$ cat config.mk
export PLATFORM = sky130hd
export DESIGN_NAME = mux4_rr_arbiter_flat
export DESIGN_NICKNAME = d
export VERILOG_FILES = /design/src/rtl/mux4_rr_arbiter_pkg.sv /design/src/rtl/mux4_rr_arbiter_if.sv /design/src/rtl/mux4_rr_arbiter_mux4.sv /design/src/rtl/mux4_rr_arbiter.sv /design/src/flat_wrapper.sv
export SDC_FILE = /design/constraint.sdc
export NUM_CORES = 1
export LEC_CHECK = 0
export CAP_MARGIN = 20
export CORE_AREA = 2 2 57 59
export CTS_CLUSTER_SIZE = 24
export DETAILED_ROUTE_END_ITERATION = 8
export DIE_AREA = 0 0 59 61
export MAX_ROUTING_LAYER = met4
export PLACE_DENSITY = 0.77
export SYNTH_ARGS = -nofsm -noshare
export SYNTH_HDL_FRONTEND = slang
export SYNTH_HIERARCHICAL = 1
export SYNTH_SLANG_ARGS = --single-unit
export TNS_END_PERCENT = 20
$ cat constraint.sdc
create_clock -name clk -period 2.3 [get_ports clk]
set_input_delay 0.345 -clock clk [delete_from_list [all_inputs] [get_ports clk]]
set_output_delay 0.345 -clock clk [all_outputs]
set_load 0.03 [all_outputs]
$ cat src/rtl/mux4_rr_arbiter_pkg.sv
// Shared types and helpers for the four-way round-robin arbiter:
// FSM state encoding and the rotating first-set-bit search.
package mux4_rr_arbiter_pkg;

   typedef enum logic {
      ST_IDLE  = 1'b0,
      ST_GRANT = 1'b1
   } state_t;

   typedef struct packed {
      logic       found;
      logic [1:0] idx;
   } pick_t;

   // First set bit of req, scanning upward from start and wrapping 3 -> 0.
   function automatic pick_t rr_pick(input logic [3:0] req, input logic [1:0] start);
      pick_t      p;
      logic [1:0] k;
      p.found = 1'b0;
      p.idx   = '0;
      for (int unsigned i = 0; i < 4; i++) begin
         k = start + 2'(i);
         if (!p.found && req[k]) begin
            p.found = 1'b1;
            p.idx   = k;
         end
      end
      return p;
   endfunction

   function automatic logic [3:0] onehot4(input logic [1:0] idx);
      return 4'b0001 << idx;
   endfunction

endpackage

$ cat src/rtl/mux4_rr_arbiter_if.sv
// Requester/consumer bundle for the shared mux4 arbiter.
// master = requesters and consumer, slave = the arbiter.
interface mux4_rr_arbiter_if #(
   parameter int N = 8
);
   logic [3:0]   req;
   logic [N-1:0] in_a;
   logic [N-1:0] in_b;
   logic [N-1:0] in_c;
   logic [N-1:0] in_d;
   logic         out_ready;
   logic [N-1:0] out_data;
   logic         out_valid;
   logic [1:0]   sel;
   logic [3:0]   gnt;
   logic [3:0]   ack;

   modport master (
      output req, in_a, in_b, in_c, in_d, out_ready,
      input  out_data, out_valid, sel, gnt, ack
   );

   modport slave (
      input  req, in_a, in_b, in_c, in_d, out_ready,
      output out_data, out_valid, sel, gnt, ack
   );
endinterface

$ cat src/rtl/mux4_rr_arbiter_mux4.sv
// Plain N-bit 4:1 multiplexer shared by the arbiter's requesters.
module mux4 #(
   parameter int N = 8
) (
   input  logic [N-1:0] in_a,
   input  logic [N-1:0] in_b,
   input  logic [N-1:0] in_c,
   input  logic [N-1:0] in_d,
   input  logic [1:0]   sel,
   output logic [N-1:0] out
);

   always_comb begin
      out = in_a;
      case (sel)
         2'd0:    out = in_a;
         2'd1:    out = in_b;
         2'd2:    out = in_c;
         2'd3:    out = in_d;
         default: out = in_a;
      endcase
   end

endmodule

$ cat src/rtl/mux4_rr_arbiter.sv
// Round-robin arbiter sharing one mux4 between four requesters; streams the
// owner's words through a valid/ready handshake with an optional burst limit.
module mux4_rr_arbiter #(
   parameter int N         = 8,
   parameter int MAX_BURST = 4
) (
   input  logic              clk,
   input  logic              rst_n,
   mux4_rr_arbiter_if.slave  bus
);
   import mux4_rr_arbiter_pkg::*;

   localparam int            CW      = $clog2(MAX_BURST) + 1;
   localparam bit            LIMITED = (MAX_BURST != 0);
   localparam logic [CW-1:0] LAST    = CW'(MAX_BURST - 1);

   state_t        r_state, w_state_nxt;
   logic [1:0]    r_sel,   w_sel_nxt;
   logic [1:0]    r_ptr,   w_ptr_nxt;
   logic [3:0]    r_gnt,   w_gnt_nxt;
   logic [CW-1:0] r_burst, w_burst_nxt;

   logic          w_out_valid;
   logic          w_xfer;
   logic          w_release;
   logic [1:0]    w_start;
   pick_t         w_pick;

   always_ff @(posedge clk or negedge rst_n) begin
      if (!rst_n) begin
         r_state <= ST_IDLE;
         r_sel   <= '0;
         r_ptr   <= '0;
         r_gnt   <= '0;
         r_burst <= '0;
      end else begin
         r_state <= w_state_nxt;
         r_sel   <= w_sel_nxt;
         r_ptr   <= w_ptr_nxt;
         r_gnt   <= w_gnt_nxt;
         r_burst <= w_burst_nxt;
      end
   end

   // Searching from sel+1 while granted leaves the current owner last in line.
   always_comb begin
      w_out_valid = (r_state == ST_GRANT) && bus.req[r_sel];
      w_xfer      = w_out_valid && bus.out_ready;
      w_release   = (r_state == ST_GRANT) &&
                    (!bus.req[r_sel] || (w_xfer && LIMITED && (r_burst == LAST)));
      w_start     = (r_state == ST_GRANT) ? (r_sel + 2'd1) : r_ptr;
      w_pick      = rr_pick(bus.req, w_start);
   end

   always_comb begin
      w_state_nxt = r_state;
      w_sel_nxt   = r_sel;
      w_ptr_nxt   = r_ptr;
      w_gnt_nxt   = r_gnt;
      w_burst_nxt = r_burst;
      case (r_state)
         ST_IDLE: begin
            if (w_pick.found) begin
               w_state_nxt = ST_GRANT;
               w_sel_nxt   = w_pick.idx;
               w_gnt_nxt   = onehot4(w_pick.idx);
               w_burst_nxt = '0;
            end
         end
         ST_GRANT: begin
            if (w_release) begin
               w_ptr_nxt = r_sel + 2'd1;
               if (w_pick.found) begin
                  w_sel_nxt   = w_pick.idx;
                  w_gnt_nxt   = onehot4(w_pick.idx);
                  w_burst_nxt = '0;
               end else begin
                  w_gnt_nxt   = '0;
                  w_state_nxt = ST_IDLE;
               end
            end else if (w_xfer) begin
               w_burst_nxt = r_burst + 1'b1;
            end
         end
         default: begin
            w_state_nxt = ST_IDLE;
            w_gnt_nxt   = '0;
         end
      endcase
   end

   always_comb begin
      bus.out_valid = w_out_valid;
      bus.ack       = w_xfer ? onehot4(r_sel) : '0;
      bus.sel       = r_sel;
      bus.gnt       = r_gnt;
   end

   mux4 #(.N(N)) u_mux4 (
      .in_a (bus.in_a),
      .in_b (bus.in_b),
      .in_c (bus.in_c),
      .in_d (bus.in_d),
      .sel  (r_sel),
      .out  (bus.out_data)
   );

   a_gnt_onehot0 : assert property (@(posedge clk) disable iff (!rst_n)
      $onehot0(r_gnt));
   a_gnt_matches_sel : assert property (@(posedge clk) disable iff (!rst_n)
      (r_gnt != '0) |-> (r_gnt == onehot4(r_sel)));
   a_ack_within_gnt : assert property (@(posedge clk) disable iff (!rst_n)
      (bus.ack & ~r_gnt) == '0);

endmodule

$ cat src/flat_wrapper.sv
// flat-port wrapper written by rule: the top's interface ports become plain ports
module mux4_rr_arbiter_flat import mux4_rr_arbiter_pkg::*;
#(
   parameter int N         = 8,
   parameter int MAX_BURST = 4
)
  (clk, rst_n, bus_req, bus_in_a, bus_in_b, bus_in_c, bus_in_d, bus_out_ready, bus_out_data, bus_out_valid, bus_sel, bus_gnt, bus_ack);
  mux4_rr_arbiter_if #(.N(N)) bus_i ();
  input  logic clk;
  input  logic rst_n;
  input wire logic [$bits(bus_i.req)-1:0] bus_req;
  input wire logic [$bits(bus_i.in_a)-1:0] bus_in_a;
  input wire logic [$bits(bus_i.in_b)-1:0] bus_in_b;
  input wire logic [$bits(bus_i.in_c)-1:0] bus_in_c;
  input wire logic [$bits(bus_i.in_d)-1:0] bus_in_d;
  input wire logic [$bits(bus_i.out_ready)-1:0] bus_out_ready;
  output wire logic [$bits(bus_i.out_data)-1:0] bus_out_data;
  output wire logic [$bits(bus_i.out_valid)-1:0] bus_out_valid;
  output wire logic [$bits(bus_i.sel)-1:0] bus_sel;
  output wire logic [$bits(bus_i.gnt)-1:0] bus_gnt;
  output wire logic [$bits(bus_i.ack)-1:0] bus_ack;
  assign bus_i.req = bus_req;
  assign bus_i.in_a = bus_in_a;
  assign bus_i.in_b = bus_in_b;
  assign bus_i.in_c = bus_in_c;
  assign bus_i.in_d = bus_in_d;
  assign bus_i.out_ready = bus_out_ready;
  assign bus_out_data = bus_i.out_data;
  assign bus_out_valid = bus_i.out_valid;
  assign bus_sel = bus_i.sel;
  assign bus_gnt = bus_i.gnt;
  assign bus_ack = bus_i.ack;
  mux4_rr_arbiter #(.N(N), .MAX_BURST(MAX_BURST)) u_core (.clk(clk), .rst_n(rst_n), .bus(bus_i));
endmodule
# Word level (Yosys, flattened, before mapping)
# Index checks and enable logic that the tools add are counted.
# word_totals
register_bits,12
inputBits,39
# op_classes
shift,2
n_eq_ne,7
n_lt_le_gt_ge,5
reduce_logical,15
add_sub_neg,5
n_mux,31
bitwise_logic,1
# ops
op,count
case mux 8 bit (4 select lines),1
2-to-1 mux 3 bit,7
2-to-1 mux 4 bit,4
less-than comparator 2 x 3 -> 1 bit (second input constant),5
binary-select mux 1 bit (select 2 bit),5
case mux 4 bit (2 select lines),1
<< shifter 1 x 2 -> 4 bit (first input constant),2
logical AND 1 bit,7
2-to-1 mux 1 bit,7
2-to-1 mux 2 bit,3
case mux 3 bit (2 select lines),1
adder 2 x 1 -> 2 bit (second input constant),2
adder 2 bit (second input constant),2
== test 2 bit (second input constant),2
zero test 1 bit,4
case mux 2 bit (2 select lines),1
AND reduction 2 bit,2
adder 3 x 1 -> 3 bit (second input constant),1
== test 3 x 2 -> 1 bit (second input constant),1
!= test 3 bit (second input constant),1
== test 2 x 1 -> 1 bit (second input constant),1
zero test 2 bit,1
!= test 2 x 1 -> 1 bit (second input constant),1
!= test 2 bit (second input constant),1
3 further kinds,3

# Logic depth before layout (Yosys ltp)
# depth
ltp_word,18
depth_mapped,7
mapped_depth_nobuf,7

# Hierarchy
# Netlist, hierarchy kept.
# modules_own_cells
module,area_each_um2,n_inst,seq_area_each_um2,cells_each
mux4_rr_arbiter,938.4,1,300.3,106
mux4,196.4,1,0.0,10

# Worst setup path after synthesis
# Ideal clock, no wire load.
# synth_path
kind,register -> output
from,"register u_core.r_sel[0], in the netlist u_core/bus.sel[0]"
to,output bus_ack[0]
path_slack_ns,0.066
arrival_ns,1.889
path_stages_with_launch,5
path_buffers,1
path_cell_list,dfrtp_1 mux4_2 and2_2 buf_2 and3_1
# synth_via
elab_chain_cells,5
elab_cells_between_ends,6
cone_classes,shift: 1; mux: 3; reduce/logical: 2
# synth_rtl
element,line_no,text
start: declaration,mux4_rr_arbiter.sv:18,"logic [1:0] r_sel, w_sel_nxt;"
start signal: assignment,mux4_rr_arbiter.sv:38,r_sel <= w_sel_nxt;
binary-select mux 1 bit (select 2 bit),mux4_rr_arbiter.sv:47,w_out_valid = (r_state == ST_GRANT) && bus.req[r_sel];
2-to-1 mux 1 bit (implied by the code),mux4_rr_arbiter.sv:47,
logical AND 1 bit,mux4_rr_arbiter.sv:47,
named net bus_out_valid,flat_wrapper.sv:18,output wire logic [$bits(bus_i.out_valid)-1:0] bus_out_valid;
logical AND 1 bit,mux4_rr_arbiter.sv:48,w_xfer = w_out_valid && bus.out_ready;
2-to-1 mux 4 bit,mux4_rr_arbiter.sv:94,bus.ack = w_xfer ? onehot4(r_sel) : '0;
end: declaration,flat_wrapper.sv:21,output wire logic [$bits(bus_i.ack)-1:0] bus_ack;
# The timed path passes the listed nets, and every way through them passes these cells. The select of a mux whose other input is x is not followed.

# Worst setup path after layout
# layout_path
from,input bus_req[3]
to,output bus_ack[2]
# layout_via
elab_chain_cells,5
# layout_rtl
element,line_no,text
start: declaration,flat_wrapper.sv:11,input wire logic [$bits(bus_i.req)-1:0] bus_req;
binary-select mux 1 bit (select 2 bit),mux4_rr_arbiter.sv:47,
2-to-1 mux 1 bit (implied by the code),mux4_rr_arbiter.sv:47,
logical AND 1 bit,mux4_rr_arbiter.sv:47,
logical AND 1 bit,mux4_rr_arbiter.sv:48,
2-to-1 mux 4 bit,mux4_rr_arbiter.sv:94,
# No other way between the ends. The select of a mux whose other input is x is not followed.

==> run metrics <==
TritonRoute pass-1 iters=4; Final Max Slew Viols=0; Layout area overhead=61.19%; number of synthesized register bits=12; initial core utilization=38.43%; # nets final=231; final worst slack=-0.01616 ns; # setup viols final=2; global route overflow=0; Routed wire per std cell=16.44 µm; Mapped Nets=161; DP HPWL=3038 µm; Max-Cap Viols=0; largest area contributor in the netlist=dfrtp_1; synth warn=6; # rows=20; final critical-path required period=2.316 ns; largest family of logic cells by synthesized area=multiplexers; async set-reset flop share out of synthesis=100.0%; Die W=59 µm; Post-CTS Setup Bufs=0; first-pass GRT wire length=5292 µm; Critical Path AT=1.97 ns; Die H=61 µm; Ports=58; TritonCTS clock tree=done; CTS clock-pin slew for the worst setup and hold paths=0.07 ns; Max Clk Rate=0.4318 GHz; die area=3599 µm²; Setup crit start kind=input pin; static leakage=0.0007957 µW; Clock Skew=0.003645 ns; register area share after synthesis=26.46%; vias in the first global route=1252; Place WS=-0.3516 ns; crit-path max FO=5; Synth top area share=26.46%; crit share post-route=100.7%; Post-Syn Area=1135 µm²; RSZ-0062 raised after global routing=yes; Synth area leaders=dfrtp_1 26%, mux4_2 18%, ha_1 6.6%; critical-path cell list=clkdlybuf4s50_1, mux4_2, and2_2, and3_1, clkdlybuf4s15_2; CTS root buf=clkbuf_4; number of flops mapped to enable cells by yosys=0; Worst VDD drop=0.0006709 V; layout cells sized above 1=23.91%; antenna violations before repair=0; headroom to the max-slew limit=62.99%; Bufs on Longest Clock Path=2; failing checks=setup timing; simple logic cell fraction of the synthesized area=18.08%; port bufs=57; multiplexer share of the synthesized area=21.06%; CTS sink cnt=12; total number of vias=1217; GP Congestion=0.8498; Core ar.=2953 µm²; Worst Max-Slew Pin Slew=0.5534 ns; Post-Synthesis Cells=116; top_reg_cell synth=dfrtp_1; worst-skew pair later-pin latency=0.27 ns; adder and majority cell fraction of the synthesized area=6.615%; final hold violations=0; crit-path max cell delay=0.51 ns; xor/xnor share of the synthesized area=0%; power density over the cells=1163 nW/µm²; Compound-Gate Fraction of Synth Area=20.51%; Mapped Avg Cell Area=9.783 µm²; placed cells=214; TritonCTS Buffers=3; # DRC=0; non-filler cells in the finished layout=217; worst setup path category=input pin to output port; largest net degree at the start of global routing=13; All-Layer GR Usage=21.03%; Worst Path Required=1.96 ns; Crit. End Element=output port; type of the worst min-delay path=input pin to asynchronous set/reset pin; CP max-delay cell=mux4_2; # diodes=0; number of distinct library cells after synthesis=38; Antenna Violating Nets Remaining=0; setup_tns=-0.03225 ns; status=complete, but fails checks; H-tree lvl count=1; First DRT Iteration DRCs=25; Total Routed Length=3567 µm; via/cell ratio=5.608
[metal layers]
metal | track usage, % | wire, µm | vias up
li1 | - | - | 572
met1 | 18.63 | 1268 | 556
met2 | 39.52 | 1797 | 75
met3 | 4.478 | 346 | 14
met4 | 14.29 | 155 | 0
met5 | - | 0 | -
[stage by stage]
step                      area [µm²]  utilization [%]  hold WS, ns  total power, µW
after detailed placement        1803            61.06       0.4703             2037
after floorplan                 1135                -      0.04941             1408
after CTS                       1821            61.65       0.4509             2110
after global routing            1829            61.95       0.4684             2269
final                           1829            61.95       0.4334             2128
after global placement          1803            61.06       0.4606             2009
[final timing paths]
path / from / end / slack (ns) / cells past startpoint
worst max-delay path: bus_req[3] / bus_ack[2] / -0.02 / 5
worst min-delay path: rst_n / u_core/r_burst[2] / 0.43 / 1
worst max register to register: u_core/bus.sel[0] / u_core/bus.gnt[2] / 0.10 / 8
worst min register to register: u_core/r_ptr[0] / u_core/r_ptr[0] / 0.48 / 2
max in group asynchronous: rst_n / u_core/r_burst[0] / 1.50 / 1
min in group clk: u_core/r_ptr[0] / u_core/r_ptr[0] / 0.48 / 2
[worst max-delay path, delay by kind of cell]
| kind | cells | cell delay (ns) |
|---|---|---|
| muxes | 1 | 0.51 |
| buffers and inverters | 2 | 0.68 |
| and+or+nand+nor | 2 | 0.43 |
[where the power goes]
| group | internal (µW) | switching, µW |
|---|---|---|
| combinational | 761 | 874 |
| clock | 60.5 | 65.5 |
| sequential | 297 | 69.2 |
| total | 1120 | 1010 |
[registers in the layout, summed over array words and instances, names as in the netlist]
name and count:
u_core/r_ptr 2, u_core/r_state 1, u_core/bus.gnt 4, u_core/bus.sel 2, u_core/r_burst 3
[synthesized netlist by cell type, types with 2 or more instances]
cell type and n:
a21oi_1 4, nand3_1 2, clkbuf_2 2, o22ai_1 3
a21o_2 2, buf_6 3, mux4_2 9, ha_1 6
o211ai_1 3, nor3_1 2, nand2_1 13, nor2b_1 3
o21ai_0 11, inv_1 9, dfrtp_1 12, and3_1 5
nor2_1 6
[cell families (layout without fill, tap and decap cells)]
logic type,count (synthesis),in the layout
simple gates,37,37
fa+ha+maj,6,6
compound gates,34,34
mux,12,12
flops,12,12
buf+inv,15,83
[final cells by class]
| type | instances | area (µm²) |
|---|---|---|
| Inverter | 9 | 33.78 |
| Tap cell | 33 | 41.29 |
| Fill cell | 252 | 1124 |
| Clock buffer | 3 | 22.52 |
| Multi-Input combinational cell | 89 | 768.2 |
| Timing Repair Buffer | 71 | 663.1 |
| Sequential cell | 12 | 300.3 |
[layout by cell type (no fill, tap or decap), types with 2 or more instances in the layout]
master and n:
and3_1 5, nor2_1 6, nand2_1 13, o22ai_1 3, buf_2 2, inv_1 9, nor2b_1 3, ha_1 6
clkdlybuf4s15_2 3, a21oi_1 4, o221ai_2 2, a21o_2 2, nand3_1 2, nor3_2 2, o211ai_1 3, mux4_2 9
buf_4 13, dlygate4sd2_1 8, dfrtp_1 12, clkdlybuf4s50_1 44, o21ai_0 10, clkbuf_4 3
[repair_timing]
item                                    4_1_cts  5_1_grt
hold buffers                                  0        0
pin swaps                                     0        0
resized for setup                            26        6
gates cloned                                  0        0
endpoints found under the setup margin       14        9
Power figures use the tool's default switching activity.
==> edit: new RTL, config.mk and constraints unchanged <==
`N` is set to 8 in 4 places; all go to 4.
--- a/src/rtl/mux4_rr_arbiter_if.sv
+++ b/src/rtl/mux4_rr_arbiter_if.sv
@@ -2,5 +2,5 @@
 // master = requesters and consumer, slave = the arbiter.
 interface mux4_rr_arbiter_if #(
-   parameter int N = 8
+   parameter int N = 4
 );
    logic [3:0]   req;
--- a/src/rtl/mux4_rr_arbiter_mux4.sv
+++ b/src/rtl/mux4_rr_arbiter_mux4.sv
@@ -1,5 +1,5 @@
 // Plain N-bit 4:1 multiplexer shared by the arbiter's requesters.
 module mux4 #(
-   parameter int N = 8
+   parameter int N = 4
 ) (
    input  logic [N-1:0] in_a,
--- a/src/rtl/mux4_rr_arbiter.sv
+++ b/src/rtl/mux4_rr_arbiter.sv
@@ -2,5 +2,5 @@
 // owner's words through a valid/ready handshake with an optional burst limit.
 module mux4_rr_arbiter #(
-   parameter int N         = 8,
+   parameter int N         = 4,
    parameter int MAX_BURST = 4
 ) (
--- a/src/flat_wrapper.sv
+++ b/src/flat_wrapper.sv
@@ -2,5 +2,5 @@
 module mux4_rr_arbiter_flat import mux4_rr_arbiter_pkg::*;
 #(
-   parameter int N         = 8,
+   parameter int N         = 4,
    parameter int MAX_BURST = 4
 )
Interface: changed (5 resized); port bits go from 58 to 38. The function was not compared with the original's and may differ.
==> edit against the unedited design <==
- the run still ends with setup timing left
- final area shrank 15%
- critical path depth is the same
- total power shrank 13%
- sequential cell count is the same
- sequential power shrank 1%
- synthesized area shrank 8.0%
- setup slack gained 0.0080 ns
- via count shrank 12%
- routed wire length shrank 16%
==> edit: results (changes against the unedited design) <==
global_routing:
  grt_pass1_vias: 1051  # -16%
  grt_start_max_net_pins: 13  # unchanged
  antenna_found_initial: 0  # unchanged
  grt_first_pass_wirelength_um: 4660  # -12%
  grt_usage: 0.178  # -0.0321
yosys:
  synth_nets: 139  # -14%
  yosysUniqueCellTypes: 39  # +2.6%
  synthFlopType: "dfrtp_1"
  synthTopCellsByCount: "13 x nand2_1, 12 x dfrtp_1, 11 x o21ai_0"
  ys_seq_area_frac: 0.288  # +0.0232
  synth_edf_count: 0  # unchanged
  synth.area.top_cells: "dfrtp_1 29%, mux4_1 10%, ha_1 7.2%"
power:
  leakage_nw: 0.696  # -13%
  ir_drop_mv: 0.638  # -5.0%
  switching_power_mw: 0.858  # -15%
outcome:
  violations: "setup timing"
  status: "complete, but fails checks"
sta:
  setup_slack_ns: -0.00819  # +0.00797 ns
  maxSlewHeadroom: 0.618  # -0.0122
  clock_skew_ns: 0.00779  # +0.00414 ns
  setup_viol: 2  # unchanged
setup_path:
  crit_path_top_delay_cell: "mux4_2"
  path_max_fanout: 5  # unchanged
  timing.rr.start: "u_core/bus.sel[0]$_DFFE_PN0P_"
  startpoint: "bus_req[3]"
  rr_endpoint: "u_core/bus.gnt[0]$_DFFE_PN0P_"
  critPathTopFamily: "buffers and inverters"
  worstPathArrival_ns: 1.96
  reg2reg_slack_ns: 0.16  # +0.06 ns
  rr_worst_depth: 9  # +1
  crit_end: "bus_ack[1]"
clocking:
  clk_pin_slew_ns: 0.08
  cts_root_buf: "clkbuf_4"
  htree_levels: 1  # unchanged
  cts_buffer_depth: 2  # unchanged
  worstSkewPairLatency_ns: 0.28
min_path:
  hp-class: "in2async"
layout:
  num_antenna_cells: 0  # unchanged
  fin_nets: 189  # -18%
  drive_gt1_frac: 0.220  # -0.0190
  fill_cells: 282  # +12%
placed_design:
  numPortBuffers: 37  # -35%
  detailedPlacementHpwl_um: 2440  # -20%
  place_congestion: 0.846  # -0.46%
route:
  viasPerCell: 5.57  # -0.72%
  drt-initial-drc-count: 34  # +36%
  firstDrtPassIters: 4  # unchanged
  wirelength_um: 3000  # -16%
[edit: cell types whose count changed after synthesis]
cell / delta
mux4_1: +4
clkbuf_2: -1
buf_6: -1
mux4_2: -8
[edit: worst min-delay path by stage]
stage,startpoint,to,slack (ns),cells past startpoint
detailed placement,u_core/bus.gnt[1]$_DFFE_PN0P_,u_core/bus.gnt[1]$_DFFE_PN0P_,0.47,2
global placement,u_core/r_ptr[0]$_DFFE_PN0P_,u_core/r_ptr[0]$_DFFE_PN0P_,0.46,2
floorplan,rst_n,u_core/bus.gnt[0]$_DFFE_PN0P_,0.05,0
CTS,rst_n,u_core/bus.gnt[3]$_DFFE_PN0P_,0.45,1
global route,rst_n,u_core/bus.gnt[3]$_DFFE_PN0P_,0.47,1
finish,rst_n,u_core/bus.gnt[3]$_DFFE_PN0P_,0.42,1
[edit: cell families (layout without fill, tap and decap cells)]
kind of cell | after synthesis | after routing | synth area share
compound gates | 34 | 34 | 0.223
fa+ha+maj | 6 | 6 | 0.0719
buf+inv | 13 | 62 | 0.0635
flops | 12 | 12 | 0.288
mux | 8 | 8 | 0.157
simple gates | 37 | 37 | 0.197
[edit: repair_timing]
action,4_1_cts,5_1_grt
gates cloned,0,0
gates resized for setup,19,4
setup endpoints to repair,9,7
buffers inserted,0,0
pin swaps,0,0
[edit: layer usage]
metal | track usage | wire length (µm) | up-vias
li1 | - | - | 511
met1 | 0.206 | 1190 | 522
met2 | 0.303 | 1630 | 30
met3 | 0.0448 | 138 | 6
met5 | - | 0 | -
met4 | 0.0584 | 36 | 0
[edit: final cells by class]
cell class | count | area [µm²] | share of cell area
Multi-Input combinational cell | 85 | 688 | 0.442
Timing Repair Buffer | 49 | 455 | 0.293
Sequential cell | 12 | 302 | 0.194
Tap cell | 33 | 41.3 | 0.0265
Clock buffer | 4 | 36.3 | 0.0233
Inverter | 9 | 33.8 | 0.0217
[edit: power by group through the flow]
stage / clock, mW / sequential, mW / combinational, mW
floorplan: 0 / 0.471 / 0.724
global placement: 0 / 0.359 / 1.31
detailed placement: 0 / 0.366 / 1.34
CTS: 0.179 / 0.363 / 1.30
global route: 0.191 / 0.375 / 1.42
finish: 0.172 / 0.361 / 1.32
[edit: metrics by stage]
stage	worst slack (ns)	power (mW)	cell area, µm²	TNS, ns	cells
2_1_floorplan	0.109	1.20	1040	0	110
3_3_place_gp	-0.294	1.67	1510	-1.44	188
3_5_place_dp	-0.328	1.71	1510	-1.58	188
4_1_cts	-0.0118	1.85	1550	-0.0310	192
5_1_grt	-0.0334	1.99	1560	-0.0993	192
6_report	-0.00819	1.85	1560	-0.0118	192
